<file path="config.mk">
export PLATFORM = sky130hd
export DESIGN_NAME = hazard_scoreboard
export DESIGN_NICKNAME = d
export VERILOG_FILES = /design/src/rtl/hazard_scoreboard_pkg.sv /design/src/rtl/pend_counter.sv /design/src/rtl/hazard_scoreboard.sv
export SDC_FILE = /design/constraint.sdc
export NUM_CORES = 1
export LEC_CHECK = 0
export CAP_MARGIN = 10
export CORE_ASPECT_RATIO = 1.75
export CORE_MARGIN = 5
export CORE_UTILIZATION = 35
export DETAILED_ROUTE_END_ITERATION = 16
export GPL_TIMING_DRIVEN = 0
export PLACE_DENSITY = 0.49
export SYNTH_ARGS = -nofsm -noshare
export SYNTH_HDL_FRONTEND = slang
export SYNTH_SLANG_ARGS = --single-unit
</file>
<file path="constraint.sdc">
create_clock -name clk -period 9.7 [get_ports clk]
set_input_delay 1.455 -clock clk [delete_from_list [all_inputs] [get_ports clk]]
set_output_delay 1.455 -clock clk [all_outputs]
set_load 0.02 [all_outputs]
</file>
<file path="src/rtl/hazard_scoreboard_pkg.sv">
// Shared constants for the decode-stage hazard scoreboard: instruction classes,
// FSM states and sizing helpers.
package hazard_scoreboard_pkg;

  localparam int REG_LOGSIZE_DEF = 5;

  typedef enum logic [1:0] {
    CLS_ALU    = 2'd0,
    CLS_LOAD   = 2'd1,
    CLS_BRANCH = 2'd2,
    CLS_OTHER  = 2'd3
  } instr_class_e;

  typedef enum logic [1:0] {
    ST_RUN       = 2'd0,
    ST_STALL_RAW = 2'd1,
    ST_STALL_MEM = 2'd2
  } state_e;

  function automatic int max_int(input int a, input int b);
    return (a > b) ? a : b;
  endfunction

  // Bits needed to hold values 0..v, never less than one.
  function automatic int width_for(input int v);
    return (v < 2) ? 1 : $clog2(v + 1);
  endfunction

endpackage

</file>
<file path="src/rtl/pend_counter.sv">
// Per-register pending countdown: load on producer issue, set on late load
// completion, freeze while an outstanding load owns it, else count down to 0.
module pend_counter #(
  parameter int W = 2
) (
  input  logic         clk,
  input  logic         rst,
  input  logic         load,
  input  logic [W-1:0] load_val,
  input  logic         set,
  input  logic [W-1:0] set_val,
  input  logic         hold,
  output logic [W-1:0] count
);

  always_ff @(posedge clk) begin
    if (rst) begin
      count <= '0;
    end else if (load) begin
      count <= load_val;
    end else if (set) begin
      count <= set_val;
    end else if (!hold && count != '0) begin
      count <= count - W'(1);
    end
  end

endmodule

</file>
<file path="src/rtl/hazard_scoreboard.sv">
// Decode-stage RAW hazard scoreboard: per-register countdowns, stall/bubble
// generation, optional variable-latency load tracking and a stall statistic.
module hazard_scoreboard
  import hazard_scoreboard_pkg::*;
#(
  parameter int REG_LOGSIZE = REG_LOGSIZE_DEF,
  parameter int ALU_LAT     = 0,
  parameter int LOAD_LAT    = 1,
  parameter int BR_EXTRA    = 1,
  parameter int VAR_MEM     = 0,
  parameter int CNT_W       = 16
) (
  input  logic                   clk,
  input  logic                   rst,
  input  logic                   dec_valid,
  input  logic [1:0]             dec_class,
  input  logic [REG_LOGSIZE-1:0] rs1,
  input  logic [REG_LOGSIZE-1:0] rs2,
  input  logic                   rs1_used,
  input  logic                   rs2_used,
  input  logic [REG_LOGSIZE-1:0] rd,
  input  logic                   rd_we,
  input  logic                   mem_ready,
  input  logic                   flush,
  output logic                   pc_en,
  output logic                   fd_en,
  output logic                   de_bubble,
  output logic                   issue,
  output logic [1:0]             state_o,
  output logic [CNT_W-1:0]       stall_cnt
);

  localparam int NREG     = 2 ** REG_LOGSIZE;
  localparam int PEND_MAX = max_int(LOAD_LAT, ALU_LAT) + BR_EXTRA;
  localparam int PW       = width_for(PEND_MAX);

  // Producers start at lat+BR_EXTRA so branches (compare in decode) see the
  // extra wait while ordinary consumers only compare against BR_EXTRA.
  localparam logic [PW-1:0] BR_V   = PW'(BR_EXTRA);
  localparam logic [PW-1:0] ALU_V  = PW'(ALU_LAT + BR_EXTRA);
  localparam logic [PW-1:0] LOAD_V = PW'(LOAD_LAT + BR_EXTRA);
  localparam logic [PW-1:0] MAX_V  = PW'(PEND_MAX);
  localparam logic          VM     = (VAR_MEM != 0);

  logic [NREG-1:0][PW-1:0] pend;
  logic                    ld_busy;
  logic [REG_LOGSIZE-1:0]  ld_rd;
  state_e                  state;

  logic                    is_branch;
  logic                    is_load;
  logic [PW-1:0]           thr;
  logic                    blk1;
  logic                    blk2;
  logic                    hazard;
  logic                    mem_stall;
  logic                    stall;
  logic                    mem_owned;
  logic                    wr_en;
  logic [PW-1:0]           wr_val;
  logic                    ld_start;
  logic                    ld_done;

  assign pend[0] = '0;

  // Hazard detection; reset masks the stored state so outputs look cleared.
  always_comb begin
    is_branch = (dec_class == CLS_BRANCH);
    is_load   = (dec_class == CLS_LOAD);
    thr       = is_branch ? '0 : BR_V;
    blk1      = rs1_used && (pend[rs1] > thr);
    blk2      = rs2_used && (pend[rs2] > thr);
    hazard    = !rst && dec_valid && (blk1 || blk2);
    mem_stall = !rst && VM && dec_valid && is_load && ld_busy;
    stall     = hazard || mem_stall;
    mem_owned = ld_busy && (mem_stall ||
                            (blk1 && rs1 == ld_rd) ||
                            (blk2 && rs2 == ld_rd));
  end

  assign issue     = dec_valid && !stall && !flush;
  assign pc_en     = !stall;
  assign fd_en     = !stall;
  assign de_bubble = stall || flush;
  assign state_o   = state;

  always_comb begin
    wr_val = BR_V;
    case (dec_class)
      CLS_ALU:  wr_val = ALU_V;
      CLS_LOAD: wr_val = VM ? MAX_V : LOAD_V;
      default:  wr_val = BR_V;
    endcase
  end

  assign wr_en    = issue && rd_we && (rd != '0);
  assign ld_start = issue && VM && is_load;
  assign ld_done  = VM && mem_ready && ld_busy;

  for (genvar r = 1; r < NREG; r++) begin : g_pend
    localparam logic [REG_LOGSIZE-1:0] IDX = REG_LOGSIZE'(r);
    pend_counter #(
      .W(PW)
    ) u_pend (
      .clk      (clk),
      .rst      (rst),
      .load     (wr_en && rd == IDX),
      .load_val (wr_val),
      .set      (ld_done && ld_rd == IDX),
      .set_val  (BR_V),
      .hold     (ld_busy && ld_rd == IDX),
      .count    (pend[r])
    );
  end

  // Control state: outstanding load, FSM and stall statistic.
  always_ff @(posedge clk) begin
    if (rst) begin
      ld_busy   <= 1'b0;
      ld_rd     <= '0;
      state     <= ST_RUN;
      stall_cnt <= '0;
    end else begin
      if (ld_start) begin
        ld_busy <= 1'b1;
        ld_rd   <= rd;
      end else if (ld_done) begin
        ld_busy <= 1'b0;
      end

      if (flush || !stall) begin
        state <= ST_RUN;
      end else if (mem_owned) begin
        state <= ST_STALL_MEM;
      end else begin
        state <= ST_STALL_RAW;
      end

      if (stall && stall_cnt != '1) begin
        stall_cnt <= stall_cnt + CNT_W'(1);
      end
    end
  end

endmodule
</file>
## After elaboration in Yosys (flattened, before gate mapping)

Index checks and enable logic that the tools add are counted.

| operators by class | value |
|---|---|
| $add $sub $neg | 32 |
| $lt $le $gt $ge | 4 |
| equal/unequal tests | 34 |
| muxes and demuxes | 68 |
| reductions and logical operators | 110 |

Operators with widths:

| operator | count |
|---|---|
| $mux 2 | 65 |
| $reduce_bool 2->1 | 62 |
| $eq 5x5->1 const B | 16 |
| $sub 2x1->2 const B | 31 |
| $eq 5x4->1 const B | 8 |
| $logic_and 1x1->1 | 40 |
| $bmux 2 s5 | 2 |
| $eq 5x3->1 const B | 4 |
| $add 16x1->16 const B | 1 |
| $ne 16x16->1 const B | 1 |
| $lt 5x6->1 const B | 2 |
| $eq 5x2->1 const B | 2 |
| $eq 5x1->1 const B | 1 |
| $reduce_bool 5->1 | 1 |
| $gt 2x1->1 | 2 |
| $logic_not 1->1 | 3 |
| $logic_or 1x1->1 | 3 |
| $eq 2x1->1 const B | 1 |
| $eq 2x2->1 const B | 1 |
| $reduce_or 2->1 | 1 |
| $mux 1 | 1 |

| storage, ports and cells | value |
|---|---|
| register bits | 79 |
| input bits | 25 |
| output and inout port bits | 22 |
| word-level logic and storage cells | 281 |

## Longest topological paths before layout

| depth | value |
|---|---|
| depth after elaboration | 13 |
| depth in mapped cells | 16 |
| depth with buffers taken out | 12 |

## Hierarchy

A second synthesis with hierarchy kept.

| unflattened totals | value |
|---|---|
| cell total of the unflattened synthesis | 892 |
| area total of the unflattened synthesis | 6984.2 µm² |

Modules (own cells, without submodules):

| module | times used | cells each | area each (µm²) |
|---|---|---|---|
| pend_counter | 31 | 21 | 150.1 |
| hazard_scoreboard | 1 | 241 | 2329.7 |

## Least setup slack after synthesis

No wires, ideal clock.

| path | value |
|---|---|
| kind | in2out |
| start | input port rs1[1] |
| end | output port de_bubble |
| data arrival time | 4.433 ns |
| data required time | 8.245 ns |
| slack | 3.812 ns |
| stages on the path | 13 |
| cell sequence | buf_2 -> buf_2 -> mux4_2 -> mux4_2 -> mux2i_1 -> ha_1 -> nor2_1 -> a41oi_1 -> nor4b_4 -> o32a_1 -> clkbuf_1 -> buf_2 -> nand2b_1 |

| on the way | value |
|---|---|
| longest elaborated chain between the ends | 7 |

Ends and longest elaborated chain:

| element | RTL line | source |
|---|---|---|
| from (decl) | hazard_scoreboard.sv:17 | `input logic [REG_LOGSIZE-1:0] rs1,` |
| $bmux 2 s5 | hazard_scoreboard.sv:71 | `blk1 = rs1_used && (pend[rs1] > thr);` |
| $mux 2 (implied by the code) | hazard_scoreboard.sv:71 |  |
| $gt 2x1->1 | hazard_scoreboard.sv:71 |  |
| $logic_and 1x1->1 | hazard_scoreboard.sv:71 |  |
| $logic_or 1x1->1 | hazard_scoreboard.sv:73 | `hazard = !rst && dec_valid && (blk1 \|\| blk2);` |
| $logic_and 1x1->1 | hazard_scoreboard.sv:73 |  |
| $logic_or 1x1->1 | hazard_scoreboard.sv:84 | `assign de_bubble = stall \|\| flush;` |
| to (decl) | hazard_scoreboard.sv:27 | `output logic de_bubble,` |

Every way passes these cells. The select of a mux whose other input is x is not followed.

## Final worst setup path

| path | value |
|---|---|
| start | input port rs2[1] |
| end | output port pc_en |

| on the way | value |
|---|---|
| longest elaborated chain between the ends | 7 |

Ends and longest elaborated chain:

| element | RTL line | source |
|---|---|---|
| from (decl) | hazard_scoreboard.sv:18 | `input logic [REG_LOGSIZE-1:0] rs2,` |
| $bmux 2 s5 | hazard_scoreboard.sv:72 | `blk2 = rs2_used && (pend[rs2] > thr);` |
| $mux 2 (implied by the code) | hazard_scoreboard.sv:72 |  |
| $gt 2x1->1 | hazard_scoreboard.sv:72 |  |
| $logic_and 1x1->1 | hazard_scoreboard.sv:72 |  |
| $logic_or 1x1->1 | hazard_scoreboard.sv:73 |  |
| $logic_and 1x1->1 | hazard_scoreboard.sv:73 |  |
| $logic_not 1->1 | hazard_scoreboard.sv:82 | `assign pc_en = !stall;` |
| to (decl) | hazard_scoreboard.sv:25 | `output logic pc_en,` |

Every way passes these cells. The select of a mux whose other input is x is not followed.

==> metrics.cfg <==
[power]
leakage_nw=2.62
clockPowerShare=0.242
worst_ir_drop_vdd_uv=92.1
swShare=0.362
p_sw_mw=0.557
internal_power_mw=0.979
combPwrFrac=0.427
seq_power_share=0.331
power_mw=1.54
p_per_area_nw_per_um2=226

[layout]
drive_above_1_share=0.196
fillCellCount=1653
nNetsFinal=764
area_growth_pct=16.8
n_antenna_cell=0
final_area_um2=6790
postLayoutCoreUtil=0.415

[setup_path]
path_class=in -> out
cp.arrival_ps=6290
reg2reg_slack_ps=5800
timing.rr.start=g_pend[30].u_pend.count[0]$_SDFFE_PP0P_
worstPathRequired_ps=8250
worstSetupStartpoint=rs2[1]
critPathCaptureType=primary output
reg2reg_to=g_pend[3].u_pend.count[1]$_SDFFE_PP0P_
setup.worst_path.start_class=input port
r2r_cells=12
cp-endpoint=pc_en
worstPathMaxFanout=11

[floorplan]
initial_core_util=0.355
core_um2=16400
fp.dieW_um=107
dieArea_um2=19400
num_rows=62
io_pins=47
die_h_um=180

[placement]
dpl_cell_area_um2=6470
hpwlAfterDp_mm=14.5
gp_congestion=0.933
port_buffers=38

[detailed_routing]
post_drt_via_cell_ratio=5.40
dr.first_iter.drc_count=226
drt-pass1-iter-count=6
wl_per_cell_um=19.4
vias=5040
ant_nets=0
drc=0
wirelength_mm=18.1

[logic_synthesis]
syn-cell-area_um2=5810
seq_area_frac_synth=0.272
synth_edf_count=0
synthCells=656
syn-mean-instance-area_um2=8.86
async_reset_ff_frac=0
yosysWarnings=0
yosys_register_bits=79
yosysUniqueCellTypes=53
ys.flop_type=dfxtp_1
synth.net_count=715

[timing]
finalSetupViolations=0
finalHoldViolations=0
setup_tns_ps=0
maxSlewViolCount=0
rsz0062_at_grt=false
holdWs_ps=499
min_period_ps=7740
min_period_over_period=0.798
fmax_ghz=0.129
relSlewSlack=0.427
skew_ps=5.73
worstMarginPinSlew_ps=859

[clocking]
cts_buffers=9
clk_pin_slew_ps=60
root_buffer=clkbuf_16
cts_sinks=79
cts_max_level=3
clk_latency_ps=340
post_cts_resized=0
cts_tree=yes
cts_buffer_depth=2
cts_setup_buffers=0
postCtsHoldBufs=0

[grt]
antenna_found_initial=0
grt_pass1_wl_mm=27.9
grt_pass1_vias=5160
gr-total-overflow=0
grt_start_max_net_pins=14
grt_use_total=0.188

[job]
drv_cap=0

[hold_path]
hp-class=reg -> reg

[outcome]
outcome=completed

power by group through the flow:
stage                     clock, mW  combinational (mW)  sequential, mW
final                         0.372               0.655           0.509
after global routing          0.392               0.737           0.520
after CTS                     0.378               0.659           0.508
after detailed placement          0               0.654           0.516
after global placement            0               0.614           0.508
after floorplan                   0               0.534           0.478
flip-flops by register name, summed over array words and instances, names as in the netlist:
register,count
state_o,1
g_pend.u_pend.count,62
stall_cnt,16
how the worst min path moves through the flow:
stage                               start                          to  slack (ps)  cells after the start
2_1_floorplan  stall_cnt[14]$_SDFFE_PP0P_  stall_cnt[14]$_SDFFE_PP0P_         560                      2
3_3_place_gp   stall_cnt[14]$_SDFFE_PP0P_  stall_cnt[14]$_SDFFE_PP0P_         480                      2
3_5_place_dp   stall_cnt[13]$_SDFFE_PP0P_  stall_cnt[13]$_SDFFE_PP0P_         500                      2
4_1_cts        stall_cnt[13]$_SDFFE_PP0P_  stall_cnt[13]$_SDFFE_PP0P_         500                      2
5_1_grt        stall_cnt[13]$_SDFFE_PP0P_  stall_cnt[13]$_SDFFE_PP0P_         540                      2
6_report       stall_cnt[13]$_SDFFE_PP0P_  stall_cnt[13]$_SDFFE_PP0P_         500                      2
per-stage QoR:
stage	cells	setup slack, ps
2_1_floorplan	656	3810
3_3_place_gp	918	2000
3_5_place_dp	918	2010
4_1_cts	934	1980
5_1_grt	934	1750
6_report	934	1960
worst max-delay path, cell delays in order:
cell and delay (ps):
clkdlybuf4s50_1 520, buf_2 280, buf_2 340, mux4_2 570
mux4_2 520, mux2i_1 150, ha_1 160, nor2_1 50
a41oi_2 150, nor4b_2 380, o32a_1 270, clkbuf_1 390
buf_2 320, buf_4 140, clkdlybuf4s50_1 590
cell usage after synthesis (4+ instances only):
master,instances,area share
a21oi_1,40,0.034
buf_2,10,0.0086
clkbuf_1,22,0.014
dfxtp_1,79,0.27
ha_1,34,0.073
inv_1,70,0.045
mux2_2,72,0.14
mux2_4,4,0.010
mux2i_1,4,0.0069
mux4_2,26,0.10
nand2_1,20,0.013
nand2b_1,5,0.0054
nand3_1,9,0.0077
nand3b_1,5,0.0065
nand4_1,4,0.0043
nor2_1,112,0.072
nor2b_1,8,0.0086
nor3_1,16,0.014
nor3b_1,5,0.0065
nor4_1,12,0.013
o21ai_0,6,0.0052
o22ai_1,4,0.0043
o41ai_1,4,0.0060
or3_1,6,0.0065
or4_1,9,0.012
xor2_1,31,0.047
placed cells by master (no fill, tap or decap), types with 8 or more instances in the layout:
cell	instances
nand3_1	9
or4_1	9
dfxtp_1	79
a21oi_1	40
mux2_2	72
xor2_1	31
clkdlybuf4s50_1	38
nor3_1	16
ha_1	34
nand2_1	20
mux4_2	26
nor4_1	12
nor2b_1	8
nor2_1	112
clkbuf_16	9
inv_1	70
buf_2	10
clkbuf_1	23
cells by family (layout without fill, tap and decap cells):
kind of cell / count (synthesis) / in the layout / synth area share
buffers and inverters: 108 / 162 / 0.0771
AND/OR/NAND/NOR: 223 / 223 / 0.191
multiplexers: 106 / 106 / 0.257
AO/OA/AOI/OAI: 74 / 74 / 0.0820
XOR/XNOR: 31 / 31 / 0.0467
other: 1 / 1 / 0.000645
flip-flops: 79 / 79 / 0.272
adder cells (fa/ha/maj): 34 / 34 / 0.0732
area by class of cell:
cell class	instances	area (um2)	area share
multi-input cells	469	3780	0.557
repair buffers	38	380	0.0560
clock inverters	6	85.1	0.0125
inverters	70	263	0.0387
well taps	224	280	0.0413
flip-flops and latches	79	1580	0.233
plain buffers	38	185	0.0273
clock buffers	10	229	0.0337
layer usage:
layer / share of wire / vias up / global-route usage
met2: 0.54 / 116 / 0.347
met5: 0 / - / 0
met3: 0.032 / 44 / 0.0244
met1: 0.38 / 2472 / 0.202
met4: 0.044 / 0 / 0.104
li1: - / 2408 / -
Note: power is estimated with default switching activity, not from simulation.
